===== config.mk =====
export PLATFORM = sky130hd
export DESIGN_NAME = recip_gate_gen
export DESIGN_NICKNAME = d
export VERILOG_FILES = /design/src/rtl/recip_pkg.sv /design/src/rtl/sig_edge_sync.sv /design/src/rtl/recip_gate_gen.sv
export SDC_FILE = /design/constraint.sdc
export NUM_CORES = 1
export LEC_CHECK = 0
export ABC_CLOCK_PERIOD_IN_PS = 3800
export CORE_MARGIN = 2
export CORE_UTILIZATION = 25
export CTS_CLUSTER_SIZE = 14
export DETAILED_ROUTE_END_ITERATION = 16
export PLACE_DENSITY_LB_ADDON = 0.15
export SYNTH_ARGS = -nofsm -noshare
export SYNTH_HDL_FRONTEND = slang
export SYNTH_SLANG_ARGS = --single-unit

===== constraint.sdc =====
create_clock -name ref_clk -period 3.8 [get_ports ref_clk]
set_input_delay 0.38 -clock ref_clk [delete_from_list [all_inputs] [get_ports ref_clk]]
set_output_delay 0.38 -clock ref_clk [all_outputs]
set_load 0.02 [all_outputs]

===== src/rtl/recip_pkg.sv =====
// Shared types and default widths for the reciprocal frequency counter.
//   gate_state_e : gate generator FSM encoding
//   N_W_DEF      : period / edge count width
//   TO_W_DEF     : timeout counter width
package recip_pkg;

    localparam int unsigned N_W_DEF  = 16;
    localparam int unsigned TO_W_DEF = 32;

    typedef enum logic [1:0] {
        ST_IDLE    = 2'd0,
        ST_ARM     = 2'd1,
        ST_GATE    = 2'd2,
        ST_HOLDOFF = 2'd3
    } gate_state_e;

endpackage


===== src/rtl/sig_edge_sync.sv =====
// Brings an asynchronous input into the ref_clk domain and flags its rising edges.
//   ref_clk : reference clock
//   reset   : synchronous, active-low
//   sig_in  : asynchronous input
//   rise_c  : one-cycle pulse per rising edge of sig_in (combinational from flops)
module sig_edge_sync (
    input  logic ref_clk,
    input  logic reset,
    input  logic sig_in,
    output logic rise_c
);

    logic s1_q;
    logic s2_q;
    logic s3_q;

    // Two synchroniser stages plus one history stage for edge detection.
    always_ff @(posedge ref_clk) begin
        if (!reset) begin
            s1_q <= 1'b0;
            s2_q <= 1'b0;
            s3_q <= 1'b0;
        end else begin
            s1_q <= sig_in;
            s2_q <= s1_q;
            s3_q <= s2_q;
        end
    end

    assign rise_c = s2_q & ~s3_q;

endmodule


===== src/rtl/recip_gate_gen.sv =====
// Gate window generator for the reciprocal frequency counter. The gate opens on
// a rising edge of sig_in and closes after n_periods further rising edges, so the
// downstream counter integrates ref_clk over whole input periods.
//   ref_clk     : reference clock
//   reset       : synchronous, active-low
//   sig_in      : signal under test (asynchronous)
//   start       : request one measurement (sampled in IDLE only)
//   auto_rearm  : re-arm after holdoff instead of returning to IDLE
//   n_periods   : input periods per gate, captured at start (0 means 1)
//   sample_gate : measurement window (registered)
//   busy        : high whenever not IDLE
//   done        : one-cycle pulse on normal gate close
//   timeout     : one-cycle pulse on dead-input abort
//   edge_count  : rises counted in current/last gate
module recip_gate_gen
    import recip_pkg::*;
#(
    parameter int unsigned N_W         = N_W_DEF,
    parameter int unsigned TO_W        = TO_W_DEF,
    parameter int unsigned TIMEOUT_CYC = 100000000,
    parameter int unsigned HOLDOFF_CYC = 4
) (
    input  logic           ref_clk,
    input  logic           reset,
    input  logic           sig_in,
    input  logic           start,
    input  logic           auto_rearm,
    input  logic [N_W-1:0] n_periods,
    output logic           sample_gate,
    output logic           busy,
    output logic           done,
    output logic           timeout,
    output logic [N_W-1:0] edge_count
);

    localparam int unsigned HO_W = (HOLDOFF_CYC > 2) ? $clog2(HOLDOFF_CYC) : 1;

    localparam logic [TO_W-1:0] TO_LAST = TO_W'(TIMEOUT_CYC - 32'd1);
    localparam logic [HO_W-1:0] HO_LAST = HO_W'(HOLDOFF_CYC - 32'd1);

    gate_state_e     state_q;
    gate_state_e     state_d;
    logic [N_W-1:0]  n_lat_q;
    logic [N_W-1:0]  n_lat_d;
    logic [N_W-1:0]  edge_q;
    logic [N_W-1:0]  edge_d;
    logic [TO_W-1:0] to_q;
    logic [TO_W-1:0] to_d;
    logic [HO_W-1:0] hold_q;
    logic [HO_W-1:0] hold_d;
    logic            gate_q;
    logic            gate_d;
    logic            busy_q;
    logic            done_q;
    logic            done_d;
    logic            timeout_q;
    logic            timeout_d;

    logic            rise_c;
    logic            to_last_c;
    logic [N_W:0]    edge_plus_c;
    logic [N_W-1:0]  edge_sat_c;
    logic            last_edge_c;

    sig_edge_sync u_sync (
        .ref_clk (ref_clk),
        .reset   (reset),
        .sig_in  (sig_in),
        .rise_c  (rise_c)
    );

    // Edge count arithmetic is one bit wider so the close compare is exact even at all-ones.
    assign edge_plus_c = {1'b0, edge_q} + (N_W + 1)'(1);
    assign edge_sat_c  = (&edge_q) ? edge_q : edge_plus_c[N_W-1:0];
    assign last_edge_c = (edge_plus_c == {1'b0, n_lat_q});
    assign to_last_c   = (to_q == TO_LAST);

    // Next-state and registered-output logic; a rise always beats the timeout terminal count.
    always_comb begin
        state_d   = state_q;
        n_lat_d   = n_lat_q;
        edge_d    = edge_q;
        to_d      = to_q;
        hold_d    = hold_q;
        gate_d    = gate_q;
        done_d    = 1'b0;
        timeout_d = 1'b0;

        case (state_q)
            ST_IDLE: begin
                if (start) begin
                    n_lat_d = (n_periods == '0) ? N_W'(1) : n_periods;
                    to_d    = '0;
                    state_d = ST_ARM;
                end
            end

            ST_ARM: begin
                if (rise_c) begin
                    gate_d  = 1'b1;
                    edge_d  = '0;
                    to_d    = '0;
                    state_d = ST_GATE;
                end else if (to_last_c) begin
                    timeout_d = 1'b1;
                    hold_d    = '0;
                    state_d   = ST_HOLDOFF;
                end else begin
                    to_d = to_q + TO_W'(1);
                end
            end

            ST_GATE: begin
                if (rise_c) begin
                    edge_d = edge_sat_c;
                    to_d   = '0;
                    if (last_edge_c) begin
                        gate_d  = 1'b0;
                        done_d  = 1'b1;
                        hold_d  = '0;
                        state_d = ST_HOLDOFF;
                    end
                end else if (to_last_c) begin
                    gate_d    = 1'b0;
                    timeout_d = 1'b1;
                    hold_d    = '0;
                    state_d   = ST_HOLDOFF;
                end else begin
                    to_d = to_q + TO_W'(1);
                end
            end

            ST_HOLDOFF: begin
                // Gate stays low here so the counter can latch its result.
                if (hold_q == HO_LAST) begin
                    to_d    = '0;
                    state_d = auto_rearm ? ST_ARM : ST_IDLE;
                end else begin
                    hold_d = hold_q + HO_W'(1);
                end
            end

            default: begin
                state_d = ST_IDLE;
                gate_d  = 1'b0;
            end
        endcase
    end

    // State and datapath registers.
    always_ff @(posedge ref_clk) begin
        if (!reset) begin
            state_q   <= ST_IDLE;
            n_lat_q   <= '0;
            edge_q    <= '0;
            to_q      <= '0;
            hold_q    <= '0;
            gate_q    <= 1'b0;
            busy_q    <= 1'b0;
            done_q    <= 1'b0;
            timeout_q <= 1'b0;
        end else begin
            state_q   <= state_d;
            n_lat_q   <= n_lat_d;
            edge_q    <= edge_d;
            to_q      <= to_d;
            hold_q    <= hold_d;
            gate_q    <= gate_d;
            busy_q    <= (state_d != ST_IDLE);
            done_q    <= done_d;
            timeout_q <= timeout_d;
        end
    end

    assign sample_gate = gate_q;
    assign busy        = busy_q;
    assign done        = done_q;
    assign timeout     = timeout_q;
    assign edge_count  = edge_q;

endmodule


Word-level counts from Yosys, hierarchy flattened
Index checks and enable logic that the tools add are counted.
{ "word_totals": {"register_bits": 75, "out_inout_bits": 20, "word_cells": 80} }
{ "classes": {"add_sub_neg": 3, "n_eq_ne": 16, "n_mux": 31, "bitwise_logic": 4, "reduce_logical": 14} }
{ "op_table": {"columns": ["cell", "n"], "rows": [
  ["two-way mux 32 bit", 4],
  ["one-hot mux 32 bit (3 select lines)", 1],
  ["two-way mux 16 bit", 4],
  ["adder 32 x 1 -> 32 bit (second input constant)", 1],
  ["equality test 32 x 27 -> 1 bit (second input constant)", 1],
  ["one-hot mux 16 bit (2 select lines)", 1],
  ["two-way mux 2 bit", 11],
  ["adder 16 x 1 -> 17 bit (second input constant)", 1],
  ["equality test 17 x 16 -> 1 bit", 1],
  ["zero test 16 bit", 1],
  ["AND reduction 16 bit", 1],
  ["!= test 2 bit (second input constant)", 7],
  ["AND reduction 4 bit", 3],
  ["!= test 3 bit (second input constant)", 3],
  ["one-hot mux 2 bit (4 select lines)", 1],
  ["two-way mux 1 bit", 7],
  ["equality test 2 bit (second input constant)", 3],
  ["one-hot mux 2 bit (3 select lines)", 1],
  ["AND reduction 3 bit", 2],
  ["nonzero test 2 bit", 2],
  ["inverter 1 bit", 3],
  ["nonzero test 3 bit", 1],
  ["OR reduction 3 bit", 1],
  ["adder 2 x 1 -> 2 bit (second input constant)", 1],
  ["6 further kinds", 6]
]} }

Longest topological paths before layout
Gate-level depths: netlist (run 1).
{ "logic_depth": {"ltp_word": 6, "ltp_mapped": 10, "mapped_depth_nobuf": 8} }

Cells and area by module
Synthesis (run 1) repeated with hierarchy kept, for this count alone.
{ "hier_totals": {"hier_cells": 497, "area_unflattened_um2": 3998.8} }
{ "modules_own_cells": {"columns": ["module", "instances", "cells_each", "area_per_inst_um2"], "rows": [
  ["recip_gate_gen", 1, 490, 3906.2],
  ["sig_edge_sync", 1, 7, 92.6]
]} }

Least setup slack after synthesis (run 1)
No wires, ideal clock.
{ "synth_timing": {"kind": "register -> register", "start": "reg edge_q[0], in the netlist edge_count[0]", "end": "reg hold_q[1]", "setup_ps": 134, "arrival_time_ps": 2324, "required_time_ps": 3666, "path_slack_ps": 1343, "path_stages_with_launch": 10, "n_path_buf": 1, "period_less_slack_ps": 2457, "cell_sequence": "dfxtp_1 > ha_1 > and4_1 > clkbuf_1 > nand3_1 > xnor2_1 > and4bb_2 > a41oi_1 > o31ai_1 > o22ai_1"} }
{ "synth_via": {"elab_chain_len": 4} }
{ "synth_rtl": {"columns": ["element", "line", "rtl"], "rows": [
  ["start, declared", "recip_gate_gen.sv:45", "logic [N_W-1:0] edge_q;"],
  ["start signal, assigned", "recip_gate_gen.sv:165", "edge_q <= edge_d;"],
  ["adder 16 x 1 -> 17 bit", "recip_gate_gen.sv:73", "assign edge_plus_c = {1'b0, edge_q} + (N_W + 1)'(1);"],
  ["equality test 17 x 16 -> 1 bit", "recip_gate_gen.sv:75", "assign last_edge_c = (edge_plus_c == {1'b0, n_lat_q});"],
  ["!= test 3 bit (no source line)", null, null],
  ["AND reduction 4 bit (no source line)", null, null],
  ["end signal, assigned", "recip_gate_gen.sv:167", "hold_q <= hold_d;"],
  ["end, declared", "recip_gate_gen.sv:49", "logic [HO_W-1:0] hold_q;"]
]} }
No other way between the ends.
A chain may end at the register's enable or synchronous reset.

Final worst setup path (run 1)
{ "layout_timing": {"start": "reg edge_q[5], in the netlist edge_count[5]", "end": "reg busy_q, in the netlist busy"} }
{ "layout_via": {"elab_chain_len": 6} }
{ "layout_rtl": {"columns": ["element", "line", "rtl"], "rows": [
  ["adder 16 x 1 -> 17 bit", "recip_gate_gen.sv:73", null],
  ["equality test 17 x 16 -> 1 bit", "recip_gate_gen.sv:75", null],
  ["two-way mux 2 bit", "recip_gate_gen.sv:117", "if (last_edge_c) begin"],
  ["two-way mux 2 bit", "recip_gate_gen.sv:114", "if (rise_c) begin"],
  ["one-hot mux 2 bit (4 select lines)", "recip_gate_gen.sv:89", "case (state_q)"],
  ["nonzero test 2 bit", "recip_gate_gen.sv:169", "busy_q <= (state_d != ST_IDLE);"],
  ["end signal, assigned", "recip_gate_gen.sv:169", null],
  ["end, declared", "recip_gate_gen.sv:53", "logic busy_q;"]
]} }
No other way between the ends.

==> results of run 1 <==
## sequential cells by signal, indices dropped and copies added (netlist names)
signal / flops
edge_count: 16
timeout: 1
done: 1
busy: 1
state_q: 2
n_lat_q: 16
u_sync.s2_q: 1
u_sync.s3_q: 1
u_sync.s1_q: 1
hold_q: 2
sample_gate: 1
to_q: 32
## cells in the final DEF (no fill, tap or decap), types with 8 or more instances in the layout
cell,Yosys,layout
sky130_fd_sc_hd__clkbuf_16,0,9
sky130_fd_sc_hd__and3_1,10,10
sky130_fd_sc_hd__nand4_1,11,11
sky130_fd_sc_hd__clkdlybuf4s50_1,0,40
sky130_fd_sc_hd__nand2_1,67,67
sky130_fd_sc_hd__and2_1,8,8
sky130_fd_sc_hd__nor3_1,14,14
sky130_fd_sc_hd__nor2_1,49,49
sky130_fd_sc_hd__dfxtp_1,75,75
sky130_fd_sc_hd__o21ai_0,29,28
sky130_fd_sc_hd__nor4_1,10,10
sky130_fd_sc_hd__nand3_1,25,25
sky130_fd_sc_hd__a21oi_1,37,37
sky130_fd_sc_hd__ha_1,8,8
sky130_fd_sc_hd__inv_1,13,13
sky130_fd_sc_hd__a31oi_1,8,8
sky130_fd_sc_hd__xor2_1,27,27
sky130_fd_sc_hd__xnor2_1,11,11
## cells by family after synthesis
kind of cell,count (synthesis),share of synthesized area [%]
AND/OR/NAND/NOR,245,31.91
flip-flops,75,35.79
multiplexers,6,1.521
buffers and inverters,35,3.519
XOR/XNOR,38,7.933
adder cells (fa/ha/maj),8,2.386
AO/OA/AOI/OAI,115,16.94
## critical path, cell delays in order (launching register included)
cell	delay [ns]
sky130_fd_sc_hd__dfxtp_1	0.59
sky130_fd_sc_hd__and4_1	0.36
sky130_fd_sc_hd__nand4_1	0.30
sky130_fd_sc_hd__nor3b_1	0.39
sky130_fd_sc_hd__o2111ai_1	0.14
sky130_fd_sc_hd__nor4_1	0.50
sky130_fd_sc_hd__a21oi_1	0.18
sky130_fd_sc_hd__o21bai_1	0.15
## routing by layer
metal	part of all wire (%)	global-route usage (%)
met5	0	0
met4	1.9	5.024
met3	2.9	2.930
met2	47	22.94
met1	48	18.40
## how the worst max path moves through the flow
| stage | to | slack, ns |
|---|---|---|
| 2_1_floorplan | hold_q[1] | 1.34 |
| 3_3_place_gp | busy | 1.08 |
| 3_5_place_dp | busy | 1.13 |
| 4_1_cts | busy | 1.10 |
| 5_1_grt | busy | 0.77 |
| 6_report | busy | 1.11 |
## Yosys cell counts, types with 8 or more instances
master	instances	area share, %
sky130_fd_sc_hd__dfxtp_1	75	36
sky130_fd_sc_hd__nand2_1	67	6.0
sky130_fd_sc_hd__nor2_1	49	4.4
sky130_fd_sc_hd__a21oi_1	37	4.4
sky130_fd_sc_hd__o21ai_0	29	3.5
sky130_fd_sc_hd__xor2_1	27	5.6
sky130_fd_sc_hd__nand3_1	25	3.0
sky130_fd_sc_hd__nor3_1	14	1.7
sky130_fd_sc_hd__inv_1	13	1.2
sky130_fd_sc_hd__clkbuf_1	11	0.98
sky130_fd_sc_hd__nand4_1	11	1.6
sky130_fd_sc_hd__xnor2_1	11	2.3
sky130_fd_sc_hd__and3_1	10	1.5
sky130_fd_sc_hd__nor4_1	10	1.5
sky130_fd_sc_hd__a31oi_1	8	1.2
sky130_fd_sc_hd__and2_1	8	1.2
sky130_fd_sc_hd__buf_2	8	0.95
sky130_fd_sc_hd__ha_1	8	2.4
## power groups by stage
stage	Sequential, W	Combinational (W)	Clock [W]
detailed placement	0.000925	0.000672	0
global route	0.000917	0.000757	0.000939
floorplan	0.000917	0.000476	0
CTS	0.000907	0.000677	0.000914
global placement	0.000924	0.000676	0
finish	0.000907	0.000672	0.000886
## cell type report
type	instances	area [um^2]
well taps	220	275.3
repair buffers	44	430.4
flip-flops and latches	75	1501
clock inverters	6	73.82
fillers	1798	11350
multi-input cells	412	2550
inverters	14	52.55
clock buffers	10	229.0
## per-stage QoR
| step | util [%] | power (W) | instance area [um^2] | setup WS, ns | cells |
|---|---|---|---|---|---|
| 2_1_floorplan | - | 0.001393 | 4195 | 1.343 | 522 |
| 6_report | 31.05 | 0.002466 | 5112 | 1.112 | 781 |
| 3_5_place_dp | 29.21 | 0.001597 | 4810 | 1.130 | 765 |
| 5_1_grt | 31.05 | 0.002613 | 5112 | 0.7742 | 781 |
| 4_1_cts | 31.05 | 0.002498 | 5112 | 1.099 | 781 |
| 3_3_place_gp | 29.21 | 0.001601 | 4810 | 1.081 | 765 |
==> load_flow_metrics.sql, run 1 <==
INSERT INTO impl_metrics (metric_group, metric, value, unit) VALUES
('status', 'run_status', 'complete, no violations', ''),
('cells_and_area', 'flow.area_growth_from_synthesis', '21.86', '%'),
('clocking', 'clock_tree.buffer_depth', '2', ''),
('floorplan', 'core-area', '16470', 'um^2'),
('floorplan', 'area_of_the_die', '17830', 'um^2'),
('placement', 'gp_routability_congestion', '0.8691', ''),
('grt', 'number_of_antenna_violations_at_the_first_check_in_global_routing', '0', ''),
('critical_path', 'critical_path.startpoint', 'edge_count[5]', ''),
('timing', 'final_cycle_share', '70.74', '%'),
('cells_and_area', 'insertedDiodeCount', '0', ''),
('timing', 'totalNegativeSetupSlack', '0', 'ns'),
('detailed_routing', 'detail_route.wirelength', '11820', 'um'),
('detailed_routing', 'detailedRoute.firstIterationViolations', '254', ''),
('timing', 'finalSetupViolCount', '0', ''),
('floorplan', 'rows', '47', ''),
('timing', 'final-hold-violation-count', '0', ''),
('synthesis', 'synth-edff-count', '0', ''),
('clocking', 'post-cts-setup-buffer-count', '0', ''),
('detailed_routing', 'viasPerCell', '4.903', ''),
('clocking', 'ctsRootBufferMaster', 'sky130_fd_sc_hd__clkbuf_16', ''),
('synthesis', 'flop_and_latch_count_out_of_synthesis', '75', ''),
('synthesis', 'asyncSetResetFlopFracSynth', '0', '%'),
('floorplan', 'die_height', '133.5', 'um'),
('power', 'clock_power_share', '35.9', '%'),
('detailed_routing', 'drcViolationCount', '0', ''),
('synthesis', 'gate_count_post_synth', '522', ''),
('grt', 'grt_usage', '14.06', '%'),
('critical_path', 'critical_path_required', '4.08', 'ns'),
('critical_path', 'reg2reg_slack', '1.11', 'ns'),
('power', 'ir_worst_vdd', '0.2169', 'mV'),
('clocking', 'cts-buffers-inserted', '9', ''),
('power', 'power_switching_share', '34.37', '%'),
('floorplan', 'initial_core_util', '25.48', '%'),
('power', 'comb_power_share', '27.3', '%'),
('detailed_routing', 'drt-wirelength-per-cell', '15.14', 'um'),
('critical_path', 'cp_max_fo', '13', ''),
('power', 'p_leak', '1.709', 'nW'),
('timing', 'time_the_final_worst_path_needs_with_i_o_delays_and_setup', '2.688', 'ns'),
('placement', 'place.detailed.hpwl', '8679', 'um'),
('detailed_routing', 'drt_pass1_iterations', '4', ''),
('synthesis', 'dominantRegCellSynth', 'sky130_fd_sc_hd__dfxtp_1', ''),
('clocking', 'cts-hold-fix-buffers', '0', ''),
('placement', 'number_of_buffer_cells_added_on_primary_ports', '40', ''),
('run', 'max_cap_violations', '0', ''),
('grt', 'grt_start_max_net_pins', '31', ''),
('grt', 'grt_pass1_vias', '3743', ''),
('timing', 'hold_ws', '0.4599', 'ns'),
('floorplan', 'floorplan.die.width', '133.5', 'um'),
('detailed_routing', 'route.antenna.remaining_nets', '0', ''),
('critical_path', 'rr_startpoint', 'edge_count[5]', ''),
('power', 'switchingPower', '0.0008475', 'W'),
('synthesis', 'mean_instance_size_in_the_synthesized_netlist', '8.037', 'um^2'),
('timing', 'clock_skew', '0.008418', 'ns'),
('clocking', 'cts.sinks', '75', ''),
('hold_path', 'holdPathStages', '1', ''),
('timing', 'max_freq', '372.0', 'MHz'),
('timing', 'timing_max_transition_violations_final', '0', ''),
('clocking', 'cts_resized', '0', ''),
('synthesis', 'yosys.cell_types.count', '68', ''),
('grt', 'grt.overflow.total', '0', ''),
('critical_path', 'crit_path_start_kind', 'flop', ''),
('timing', 'slew_headroom', '38.62', '%'),
('timing', 'grt_setup_unrepaired', 'false', ''),
('clocking', 'worstSkewPairLatency', '0.35', 'ns'),
('hold_path', 'min_to', 'u_sync.s2_q', ''),
('clocking', 'tritoncts', 'done', ''),
('clocking', 'worst_setup_hold_path_clk_slew', '0.06', 'ns'),
('hold_path', 'timing.hold.worst.class', 'reg -> reg', ''),
('floorplan', 'boundaryPins', '41', ''),
('critical_path', 'worst_setup_path_end_kind', 'flop', ''),
('synthesis', 'ys_seq_area_share', '35.79', '%');
Note: power is estimated with default switching activity, not from simulation.
==> run 2: changes to the inputs <==
--- a/config.mk
+++ b/config.mk
@@ -5,7 +5,7 @@
 export SDC_FILE = /design/constraint.sdc
 export NUM_CORES = 1
 export LEC_CHECK = 0
-export ABC_CLOCK_PERIOD_IN_PS = 3800
+export ABC_CLOCK_PERIOD_IN_PS = 2200
 export CORE_MARGIN = 2
 export CORE_UTILIZATION = 25
 export CTS_CLUSTER_SIZE = 14
==> constraint.sdc (replaced) <==
create_clock -name ref_clk -period 2.2 [get_ports ref_clk]
set_input_delay 0.22 -clock ref_clk [delete_from_list [all_inputs] [get_ports ref_clk]]
set_output_delay 0.22 -clock ref_clk [all_outputs]
set_load 0.02 [all_outputs]
==> load_flow_metrics.sql, run 2 (synthesis results as in run 1) <==
INSERT INTO impl_metrics (metric_group, metric, value, unit) VALUES
('cells_and_area', 'regMostFlops', 'to_q', ''),
('run', 'max_cap_violations', '0', ''),
('cells_and_area', 'largest_register_ffs', '32', ''),
('clocking', 'cts-buffers-inserted', '9', ''),
('floorplan', 'rows', '47', ''),
('timing', 'finalSetupViolCount', '3', ''),
('cells_and_area', 'insertedDiodeCount', '0', ''),
('timing', 'finalWorstSetupSlack', '-0.06656', 'ns'),
('timing', 'worst-slew-pin-transition', '0.6130', 'ns'),
('floorplan', 'die_height', '133.5', 'um'),
('clocking', 'worstSkewPairLatency', '0.35', 'ns'),
('timing', 'time_the_final_worst_path_needs_with_i_o_delays_and_setup', '2.267', 'ns'),
('timing', 'timing_max_transition_violations_final', '0', ''),
('hold_path', 'timing.hold.worst.start', 'u_sync.s1_q', ''),
('grt', 'grt_pass1_wl', '20820', 'um'),
('timing', 'totalNegativeSetupSlack', '-0.1578', 'ns'),
('hold_path', 'timing.hold.worst.class', 'reg -> reg', ''),
('detailed_routing', 'drt-wirelength-per-cell', '15.14', 'um'),
('grt', 'grt.overflow.total', '0', ''),
('placement', 'placement.cell_area', '5436', 'um^2'),
('clocking', 'tritoncts', 'done', ''),
('clocking', 'ctsRootBufferMaster', 'sky130_fd_sc_hd__clkbuf_16', ''),
('critical_path', 'rr_endpoint', 'hold_q[0]', ''),
('critical_path', 'worst_setup_path_end_kind', 'flop', ''),
('hold_path', 'holdPathStages', '1', ''),
('critical_path', 'worst-setup-path-type', 'reg -> reg', ''),
('floorplan', 'initial_core_util', '25.48', '%'),
('critical_path', 'rr_worst_depth', '8', ''),
('cells_and_area', 'nNetsFinal', '668', ''),
('power', 'power_frac_seq', '34.6', '%'),
('timing', 'final-hold-violation-count', '0', ''),
('power', 'p_leak', '2.240', 'nW'),
('power', 'power_switching_share', '34.16', '%'),
('cells_and_area', 'filler_cell_count', '1697', ''),
('timing', 'grt_setup_unrepaired', 'true', ''),
('power', 'pwr_dens', '744.4', 'nW/um^2'),
('floorplan', 'area_of_the_die', '17830', 'um^2'),
('timing', 'slew_headroom', '59.13', '%'),
('grt', 'number_of_antenna_violations_at_the_first_check_in_global_routing', '0', ''),
('placement', 'gp_routability_congestion', '0.9567', ''),
('cells_and_area', 'flow.area_growth_from_synthesis', '45.36', '%'),
('critical_path', 'rr_startpoint', 'edge_count[7]', ''),
('placement', 'place.detailed.hpwl', '9527', 'um'),
('power', 'cell_internal_pwr', '0.002989', 'W'),
('grt', 'grt_start_max_net_pins', '31', ''),
('critical_path', 'crit_path_start_kind', 'flop', ''),
('status', 'violations_in_the_final_reports', 'setup timing', ''),
('timing', 'final_cycle_share', '103.0', '%'),
('power', 'comb_power_share', '32.3', '%'),
('timing', 'max_freq', '441.2', 'MHz'),
('floorplan', 'boundaryPins', '41', ''),
('detailed_routing', 'detail_route.wirelength', '13070', 'um'),
('power', 'clock_power_share', '33.0', '%'),
('power', 'switchingPower', '0.001551', 'W'),
('placement', 'number_of_buffer_cells_added_on_primary_ports', '40', ''),
('critical_path', 'cp_max_fo', '7', ''),
('power', 'ir_worst_vdd', '0.4317', 'mV'),
('detailed_routing', 'viasPerCell', '4.892', ''),
('detailed_routing', 'detailedRoute.firstIterationViolations', '175', ''),
('clocking', 'cts.sinks', '75', ''),
('critical_path', 'reg2reg_slack', '-0.07', 'ns'),
('grt', 'grt_usage', '14.70', '%'),
('detailed_routing', 'drcViolationCount', '0', ''),
('critical_path', 'critical_path_required', '2.42', 'ns'),
('cells_and_area', 'post_route_cells_drive_above_1_share', '28.62', '%'),
('cells_and_area', 'design_area', '6098', 'um^2'),
('cells_and_area', 'final_common_cell', 'sky130_fd_sc_hd__buf_4', ''),
('detailed_routing', 'drt_pass1_iterations', '5', ''),
('clocking', 'worst_setup_hold_path_clk_slew', '0.06', 'ns'),
('detailed_routing', 'routed-via-count', '4222', ''),
('grt', 'grt_pass1_vias', '4063', ''),
('clocking', 'clock_tree.buffer_depth', '2', ''),
('cells_and_area', 'final_cell_mix', 'sky130_fd_sc_hd__buf_4 (76), sky130_fd_sc_hd__nand2_1 (63), sky130_fd_sc_hd__dfxtp_1 (57), sky130_fd_sc_hd__nor2_1 (47), sky130_fd_sc_hd__clkdlybuf4s50_1 (40)', ''),
('status', 'run_status', 'complete, but fails checks', ''),
('clocking', 'cts_max_level', '3', ''),
('timing', 'clock_skew', '0.01153', 'ns'),
('floorplan', 'core-area', '16470', 'um^2'),
('floorplan', 'floorplan.die.width', '133.5', 'um'),
('hold_path', 'min_to', 'u_sync.s2_q', ''),
('detailed_routing', 'route.antenna.remaining_nets', '0', ''),
('critical_path', 'critical_path.startpoint', 'edge_count[7]', ''),
('critical_path', 'worstPathArrival', '2.49', 'ns');
## run 2: routing by layer
metal / GRT usage, % / wire length (um)
met1: 18.65 / 5981
met5: 0 / 0
met3: 2.359 / 420
met2: 25.32 / 6435
met4: 5.083 / 229
## run 2: how the worst max path moves through the flow
stage,to,cells past startpoint
after floorplan,hold_q[1],9
after global routing,hold_q[0],8
after CTS,busy,9
final,hold_q[0],8
after global placement,busy,9
after detailed placement,busy,9
## run 2: what timing repair did
item	4_1_cts	5_1_grt
setup buffers	1	8
gates resized for setup	16	55
pin swaps	5	37
gates cloned	0	1
endpoints found under the hold margin	0	0
hold buffers	0	0
setup endpoints to repair	45	42
## run 2: through the flow
step,hold slack (ns),power [W],setup WS [ns],cells,util (%)
finish,0.4565,0.004540,-0.06656,863,37.04
global route,0.4746,0.004808,-0.1450,863,37.04
CTS,0.4508,0.004468,-0.05954,854,35.39
detailed placement,0.4217,0.002927,-0.1947,838,33.02
global placement,0.4384,0.002919,-0.2041,838,33.02
floorplan,0.3473,0.002405,0.02023,522,-
## run 2: cell type report
type | instances | area (um^2) | share of cell area, %
Tap cell | 220 | 275.3 | 4.514
Multi-Input combinational cell | 412 | 2805 | 46.00
Timing Repair Buffer | 127 | 1144 | 18.75
Clock buffer | 9 | 225.2 | 3.693
Clock inverter | 6 | 65.06 | 1.067
Inverter | 14 | 52.55 | 0.8617
Sequential cell | 75 | 1531 | 25.11
## run 2: critical path: stages (launching register included)
cell,delay (ns)
sky130_fd_sc_hd__dfxtp_4,0.39
sky130_fd_sc_hd__nand4_4,0.21
sky130_fd_sc_hd__buf_4,0.22
sky130_fd_sc_hd__o41ai_2,0.28
sky130_fd_sc_hd__o211ai_1,0.13
sky130_fd_sc_hd__and4bb_2,0.34
sky130_fd_sc_hd__a41oi_2,0.15
sky130_fd_sc_hd__o31ai_2,0.30
sky130_fd_sc_hd__o22ai_1,0.12
## run 2: power groups by stage
stage	clock network, W	registers, W	logic (W)
finish	0.00150	0.00157	0.00147
global route	0.00158	0.00158	0.00164
detailed placement	0	0.00159	0.00134
CTS	0.00153	0.00156	0.00138
floorplan	0	0.00158	0.000822
global placement	0	0.00159	0.00133
